==> src/rtl/wbp2axilite.sv <==
`default_nettype none
// ============================================================================
// Module   : wbp2axilite
// Brief    : Wishbone pipelined slave to AXI4-lite master bridge. Tracks up
//            to 2^LGFIFO outstanding same-direction requests; bus errors and
//            aborted cycles drain the remaining responses in a FLUSH state.
// Revision : 1.0 - initial release
// ============================================================================
module wbp2axilite #(
    parameter int C_AXI_DATA_WIDTH = 32,
    parameter int C_AXI_ADDR_WIDTH = 28,
    parameter int LGFIFO           = 4,
    localparam int AW              = C_AXI_ADDR_WIDTH - 2,
    localparam int DW              = C_AXI_DATA_WIDTH
) (
    input  logic                        i_clk,
    input  logic                        i_axi_reset_n,
    // Wishbone pipelined slave
    input  logic                        i_wb_cyc,
    input  logic                        i_wb_stb,
    input  logic                        i_wb_we,
    input  logic [AW-1:0]               i_wb_addr,
    input  logic [DW-1:0]               i_wb_data,
    input  logic [DW/8-1:0]             i_wb_sel,
    output logic                        o_wb_stall,
    output logic                        o_wb_ack,
    output logic [DW-1:0]               o_wb_data,
    output logic                        o_wb_err,
    // AXI-lite write address
    output logic                        o_axi_awvalid,
    input  logic                        i_axi_awready,
    output logic [C_AXI_ADDR_WIDTH-1:0] o_axi_awaddr,
    output logic [2:0]                  o_axi_awprot,
    // AXI-lite write data
    output logic                        o_axi_wvalid,
    input  logic                        i_axi_wready,
    output logic [DW-1:0]               o_axi_wdata,
    output logic [DW/8-1:0]             o_axi_wstrb,
    // AXI-lite write response
    input  logic                        i_axi_bvalid,
    output logic                        o_axi_bready,
    input  logic [1:0]                  i_axi_bresp,
    // AXI-lite read address
    output logic                        o_axi_arvalid,
    input  logic                        i_axi_arready,
    output logic [C_AXI_ADDR_WIDTH-1:0] o_axi_araddr,
    output logic [2:0]                  o_axi_arprot,
    // AXI-lite read data
    input  logic                        i_axi_rvalid,
    output logic                        o_axi_rready,
    input  logic [DW-1:0]               i_axi_rdata,
    input  logic [1:0]                  i_axi_rresp
);

    typedef enum logic [1:0] {
        S_IDLE  = 2'd0,
        S_BUSY  = 2'd1,
        S_FLUSH = 2'd2
    } state_t;

    localparam logic [LGFIFO:0] c_full = {1'b1, {LGFIFO{1'b0}}};
    localparam logic [LGFIFO:0] c_one  = {{LGFIFO{1'b0}}, 1'b1};

    state_t                      r_state;
    logic [LGFIFO:0]             r_count;
    logic                        r_dir;      // 1: outstanding requests are writes
    logic                        r_awvalid;
    logic                        r_wvalid;
    logic                        r_arvalid;
    logic [C_AXI_ADDR_WIDTH-1:0] r_addr;
    logic [DW-1:0]               r_wdata;
    logic [DW/8-1:0]             r_wstrb;
    logic [DW-1:0]               r_rdata;

    logic                        w_accept;
    logic                        w_b_hs;
    logic                        w_r_hs;
    logic                        w_resp;
    logic                        w_resp_err;
    logic                        w_deliver;
    logic [LGFIFO:0]             w_count_next;
    logic                        w_unused;

    // Responses are always accepted while out of reset
    assign o_axi_bready = i_axi_reset_n;
    assign o_axi_rready = i_axi_reset_n;

    assign o_axi_awvalid = r_awvalid;
    assign o_axi_wvalid  = r_wvalid;
    assign o_axi_arvalid = r_arvalid;
    assign o_axi_awaddr  = r_addr;
    assign o_axi_araddr  = r_addr;
    assign o_axi_wdata   = r_wdata;
    assign o_axi_wstrb   = r_wstrb;
    assign o_axi_awprot  = 3'b000;
    assign o_axi_arprot  = 3'b000;
    assign o_wb_data     = r_rdata;

    // One request in flight on the address/data channels at a time; a
    // direction change waits for the pipe to drain so acks stay in order.
    assign o_wb_stall = !i_axi_reset_n
                     || r_awvalid || r_wvalid || r_arvalid
                     || (r_count == c_full)
                     || ((r_count != '0) && (i_wb_we != r_dir))
                     || (r_state == S_FLUSH);

    assign w_accept   = i_wb_cyc && i_wb_stb && !o_wb_stall;
    assign w_b_hs     = i_axi_bvalid && o_axi_bready;
    assign w_r_hs     = i_axi_rvalid && o_axi_rready;
    assign w_resp     = w_b_hs || w_r_hs;
    assign w_resp_err = (w_b_hs && i_axi_bresp[1]) || (w_r_hs && i_axi_rresp[1]);
    assign w_deliver  = i_wb_cyc && (r_state != S_FLUSH);

    // Only the error bit of the response codes matters to Wishbone
    assign w_unused = ^{i_axi_bresp[0], i_axi_rresp[0]};

    // Outstanding-transaction count after this cycle's accept/response
    always_comb begin
        w_count_next = r_count;
        case ({w_accept, w_resp})
            2'b10:   w_count_next = r_count + c_one;
            2'b01:   w_count_next = r_count - c_one;
            default: w_count_next = r_count;
        endcase
    end

    // Control FSM: state, outstanding count, direction and WB responses
    always_ff @(posedge i_clk or negedge i_axi_reset_n) begin
        if (!i_axi_reset_n) begin
            r_state  <= S_IDLE;
            r_count  <= '0;
            r_dir    <= 1'b0;
            o_wb_ack <= 1'b0;
            o_wb_err <= 1'b0;
        end else begin
            r_count  <= w_count_next;
            if (w_accept)
                r_dir <= i_wb_we;
            o_wb_ack <= w_resp && !w_resp_err && w_deliver;
            o_wb_err <= w_resp &&  w_resp_err && w_deliver;
            case (r_state)
                S_FLUSH: begin
                    if (w_count_next == '0)
                        r_state <= S_IDLE;
                end
                default: begin
                    if (w_count_next == '0)
                        r_state <= S_IDLE;
                    else if (!i_wb_cyc || (w_resp && w_resp_err))
                        r_state <= S_FLUSH;
                    else
                        r_state <= S_BUSY;
                end
            endcase
        end
    end

    // AXI request channels and read-data capture
    always_ff @(posedge i_clk or negedge i_axi_reset_n) begin
        if (!i_axi_reset_n) begin
            r_awvalid <= 1'b0;
            r_wvalid  <= 1'b0;
            r_arvalid <= 1'b0;
            r_addr    <= '0;
            r_wdata   <= '0;
            r_wstrb   <= '0;
            r_rdata   <= '0;
        end else begin
            if (w_accept)
                r_addr <= {i_wb_addr, 2'b00};
            if (w_accept && i_wb_we) begin
                r_awvalid <= 1'b1;
                r_wvalid  <= 1'b1;
                r_wdata   <= i_wb_data;
                r_wstrb   <= i_wb_sel;
            end else begin
                if (i_axi_awready)
                    r_awvalid <= 1'b0;
                if (i_axi_wready)
                    r_wvalid <= 1'b0;
            end
            if (w_accept && !i_wb_we)
                r_arvalid <= 1'b1;
            else if (i_axi_arready)
                r_arvalid <= 1'b0;
            if (w_r_hs)
                r_rdata <= i_axi_rdata;
        end
    end

endmodule
`default_nettype wire

==> config.mk <==
export PLATFORM = sky130hd
export DESIGN_NAME = wbp2axilite
export DESIGN_NICKNAME = d
export VERILOG_FILES = /design/src/rtl/wbp2axilite.sv
export SDC_FILE = /design/constraint.sdc
export NUM_CORES = 1
export LEC_CHECK = 0
export ABC_AREA = 1
export CAP_MARGIN = 20
export CORE_UTILIZATION = 40
export CTS_BUF_LIST = sky130_fd_sc_hd__clkbuf_16
export CTS_CLUSTER_DIAMETER = 60
export CTS_CLUSTER_SIZE = 40
export DETAILED_ROUTE_END_ITERATION = 10
export PLACE_DENSITY = 0.91
export SYNTH_ARGS = -nofsm -noshare
export SYNTH_HDL_FRONTEND = slang
export SYNTH_SLANG_ARGS = --single-unit
==> constraint.sdc <==
create_clock -name i_clk -period 3.2 [get_ports i_clk]
set_input_delay 0.48 -clock i_clk [delete_from_list [all_inputs] [get_ports i_clk]]
set_output_delay 0.48 -clock i_clk [all_outputs]
set_load 0.01 [all_outputs]
* After elaboration in Yosys (flattened, before gate mapping) *
Index checks and enable logic that the tools add are counted.

word-level totals
  output and inout bits = 138
  input port bits = 108
  logic and storage cells = 65
  bits in registers = 107

cells by class
  add/sub/neg operators = 2
  multiplexer cells = 11
  reduce and logical (&&, ||, !) cells = 33
  eq/ne operators = 7

operator list
  cell                                                                 count
  1-bit logical AND                                                    14
  5-bit case mux with 2 select lines                                   1
  1-bit logical OR                                                     9
  2-bit 2-to-1 mux                                                     4
  1-bit 2-to-1 mux                                                     6
  2-bit nonzero test                                                   3
  5-bit by 1-bit adder with 5-bit output (second input constant)       1
  5-bit == test (second input constant)                                1
  1-bit logical NOT                                                    5
  5-bit logical NOT                                                    1
  5-bit nonzero test                                                   1
  5-bit by 1-bit subtractor with 5-bit output (second input constant)  1
  2-bit == test (second input constant)                                2
  2-bit by 1-bit == test with 1-bit output (second input constant)     1
  2-bit by 1-bit != test with 1-bit output (second input constant)     1
  2-bit != test (second input constant)                                1
  1-bit != test                                                        1

* Logic depth before layout (Yosys ltp) *
  word-level depth = 14
  gate-level depth with buffers = 18
  depth with buffers taken out = 16

* Worst setup path before layout *
Ideal clock, no wire load.

  kind = input -> register
  from = input i_wb_we
  to = register r_state[1]
  arrival = 2.469 ns
  required time = 3.080 ns
  path buffers = 2
  setup time = 0.120 ns
  slack = 0.611 ns
  stages on the path = 14
  path through = xnor2_1 > nand2_1 > a21oi_1 > buf_4 > nand2_2 > buf_2 > ha_1 > fa_1 > o21ai_0 > nand2_1 > nor2_1 > nand3_1 > nor2_1 > nor2_1

on the way
  word-level cells in the longest chain between the ends = 11
  elaborated cells on any way between the ends = 13
  classes of those cells = eq/ne (4); mux (3); reduce/logical (6)

RTL lines
  what                                                                              line      source
  start: declaration                                                                21        input logic i_wb_we,
  1-bit != test *                                                                   104       || ((r_count != '0) && (i_wb_we != r_dir))
  1-bit logical AND *                                                               104
  1-bit logical OR *                                                                104
  1-bit logical OR *                                                                105       || (r_state == S_FLUSH);
  1-bit logical NOT *                                                               107       assign w_accept = i_wb_cyc && i_wb_stb && !o_wb_stall;
  1-bit logical AND *                                                               107
  2-bit by 1-bit == test with 1-bit output / 2-bit == test (equally long branches)  120       case ({w_accept, w_resp})
  5-bit case mux with 2 select lines *                                              120
  5-bit logical NOT *                                                               143, 147
  2-bit 2-to-1 mux                                                                  147       if (w_count_next == '0)
  2-bit 2-to-1 mux                                                                  141       case (r_state)
  end signal: assignment                                                            144       r_state <= S_IDLE;
  end signal: assignment                                                            148       r_state <= S_IDLE;
  end signal: assignment                                                            150       r_state <= S_FLUSH;
  end: declaration                                                                  64        state_t r_state;

Mark *: on every way between the ends. The rest lies on a longest branch, timed or not.
A chain may end at the register's enable or synchronous reset.

* Worst setup path after layout *
  from = input i_axi_reset_n
  to = register r_state[1]

on the way
  word-level cells in the longest chain between the ends = 14
  elaborated cells on any way between the ends = 25
  classes of those cells = eq/ne (3); mux (4); reduce/logical (18)

RTL lines
  what                                                                              line      source
  start: declaration                                                                17        input logic i_axi_reset_n,
  1-bit logical NOT (no source line)                                                -
  1-bit logical OR (3 in series)                                                    102       || r_awvalid || r_wvalid || r_arvalid
  1-bit logical OR                                                                  103       || (r_count == c_full)
  1-bit logical OR                                                                  104
  1-bit logical OR                                                                  105
  1-bit logical NOT                                                                 107
  1-bit logical AND                                                                 107
  2-bit by 1-bit == test with 1-bit output / 2-bit == test (equally long branches)  120
  5-bit case mux with 2 select lines                                                120
  5-bit logical NOT                                                                 143, 147
  2-bit 2-to-1 mux                                                                  147
  2-bit 2-to-1 mux                                                                  141

Several ways; a longest one is shown, not always the timed one.

==> results.toml <==
[outcome]
status = "completed"

[synth]
postSynthCellCount = 484
synth_seq_cells = 107
synth_most_common_cell = "nand2_1"
syn_area_um2 = 4730
synth_common_cells = "nand2_1 (155), dfrtp_1 (107), buf_4 (39)"
synth_edf_count = 0
synth.avg_cell_area_um2 = 9.78
yosysSeqAreaShare = 0.566
yosysTopAreaCell = "dfrtp_1"
synth_warnings = 0
async_flop_share = 1.00
ys.flop_type = "dfrtp_1"
synth_top_area_frac = 0.566
synth.area.top_cells = "dfrtp_1 (57%), nand2_1 (12%), mux2_2 (7.6%)"
yosysUniqueCellTypes = 23

[worst_setup_path]
r2r_end = "r_state[1]"
critPathCaptureType = "register"
r2r_start = "r_count[0]"
cp-start-kind = "primary input"
critical_path.startpoint = "i_axi_reset_n"
critPathKind = "primary input to register"
reg2regPathDepth = 12
endpoint = "r_state[1]"
rrSetupSlack_ns = 0.62
critical_path_arrival_ns = 3.15
worst-path-max-fanout = 14
crit_required_ns = 3.43

[finish]
final_nets = 796
antenna_cells = 0
drive_above_1_share = 0.0901
fin_util = 0.632
areaGrowthSynthToFinish_pct = 53.2

[routing]
drt_drc_violations_left = 0
ant_nets = 0
via_per_inst = 4.94
routed_wl_um = 13000
dr.first_iter.drc_count = 198
drt-wirelength-per-cell_um = 15.6
vias = 4109
drt_pass1_iterations = 5

[cts]
cts_buffers = 9
cts_tree = "yes"
htree_levels = 3
cts_hold_buf = 1
clock_latency_ns = 0.35
cts_setup_buffers = 0
clkTransAtPathRegs_ns = 0.07
cts_sinks = 107
clockBufferDepth = 2
cts_resized = 0
root_buffer = "clkbuf_16"

[sta]
relSlewSlack = 0.462
tightest_slew_ns = 0.807
fin_crit_sh = 0.913
finalWorstSetupSlack_ns = 0.279
holdWs_ns = 0.475
setup-tns-final_ns = 0
finalHoldViolCount = 0
maxClockFrequency_ghz = 0.342
rsz0062_at_grt = "false"
finClkSkew_ns = 0.0103
slew_violations = 0
setup_violations = 0
fin_crit_ns = 2.92

[floorplanning]
io_pins = 246
fp-row-count = 39
core_um2 = 11500
fp.dieW_um = 111
start_util = 0.413
die_h_um = 111
die_area_um2 = 12300

[grt]
grt_pass1_vias = 4179
grt_overflow = 0
grt_pass1_wl_um = 21200
grt_max_degree = 65
grt_use_total = 0.217
antenna_found_initial = 0

[placement]
place_ws_ns = 0.191
portBuffers = 233
place_congestion = 0.848
hpwl_um = 9660

[power_and_ir_drop]
ir_drop_mv = 0.435
total_power_mw = 5.32
power_density_nw_per_um2 = 733
p_leak_nw = 3.38

[run]
drv_cap = 0

[hold_path]
holdCritPathClass = "register to register"
## critical path: stages
cell,delay [ns]
dlygate4sd3_1,0.56
buf_4,0.24
nand4_1,0.17
a21oi_4,0.16
nand2_2,0.07
ha_1,0.31
fa_1,0.46
o21ai_0,0.24
nand2_1,0.08
nor2_1,0.11
nand3_1,0.08
nor2_1,0.13
nor2_1,0.06
## layout make-up
cell class                      instances  area [µm²]
Clock buffer                            9         225
Clock inverter                          7        73.8
Fill cell                             922        4220
Inverter                               20        75.1
Multi-Input combinational cell        301        1610
Sequential cell                       107        2680
Tap cell                              143         179
Timing Repair Buffer                  244        2410
## where the power goes
part / total [mW] / switching [mW] / internal [mW]
Clock: 1.10 / 0.491 / 0.609
Sequential: 2.07 / 0.290 / 1.78
Combinational: 2.15 / 0.949 / 1.20
Total: 5.32 / 1.73 / 3.59
## layout by cell type, fill, tap and decap left out
cell               n
fa_1               1
nand4_1           38
clkinvlp_4         3
xor2_1             1
clkdlybuf4s50_1  232
o21ai_0            5
nand2_1          155
clkinv_1           1
inv_1             19
dlygate4sd3_1      1
mux2_2            32
dfrtp_1          107
o21bai_1           1
inv_2              1
inv_6              2
nor2_1            12
clkbuf_16          9
xnor2_1            2
nand3_1           36
conb_1            10
bufinv_16          1
a21oi_4            1
a21oi_1            1
ha_1               4
buf_4             11
nand2_2            1
nor2_2             1
## sequential cells by signal, summed over array words and instances (netlist names)
| register | flops |
|---|---|
| r_state | 2 |
| o_wb_ack | 1 |
| o_axi_wdata | 32 |
| o_wb_err | 1 |
| o_axi_arvalid | 1 |
| o_axi_wstrb | 4 |
| o_wb_data | 32 |
| r_count | 5 |
| o_axi_awvalid | 1 |
| r_dir | 1 |
| o_axi_araddr | 26 |
| o_axi_wvalid | 1 |
## cells by family after synthesis
kind of cell,count (synthesis),share of synthesized area
other,1,0.000792
xor gates and xnor gates,3,0.00555
buffers and inverters,85,0.105
AOI/OAI and AO/OA,8,0.00899
adders and majority gates,5,0.0148
DFF,107,0.566
and+or+nand+nor,243,0.223
muxes,32,0.0761
## per-stage QoR
step                instances  instance area (µm²)
global route              831                 7250
finish                    831                 7250
floorplan                 493                 4770
CTS                       831                 7250
global placement          814                 6940
detailed placement        814                 6940
## routing by layer
metal	part of all wire	track usage	vias to the layer above
li1	-	-	1926
met4	0.0054	0.0560	0
met1	0.39	0.246	1985
met2	0.53	0.393	192
met5	0	0	-
met3	0.079	0.0705	6
## how the worst min path moves through the flow
stage	from	end	slack [ns]	cells after the start
CTS	o_axi_wdata[5]	o_axi_wdata[5]	0.48	2
finish	o_axi_wdata[22]	o_axi_wdata[22]	0.48	2
floorplan	i_axi_reset_n	o_axi_araddr[10]	0.18	0
global route	o_axi_wdata[3]	o_axi_wdata[3]	0.51	2
detailed placement	i_axi_reset_n	o_axi_araddr[2]	0.35	1
global placement	i_axi_reset_n	o_axi_wdata[29]	0.34	1
No activity file was read; power rests on OpenSTA's default activity.
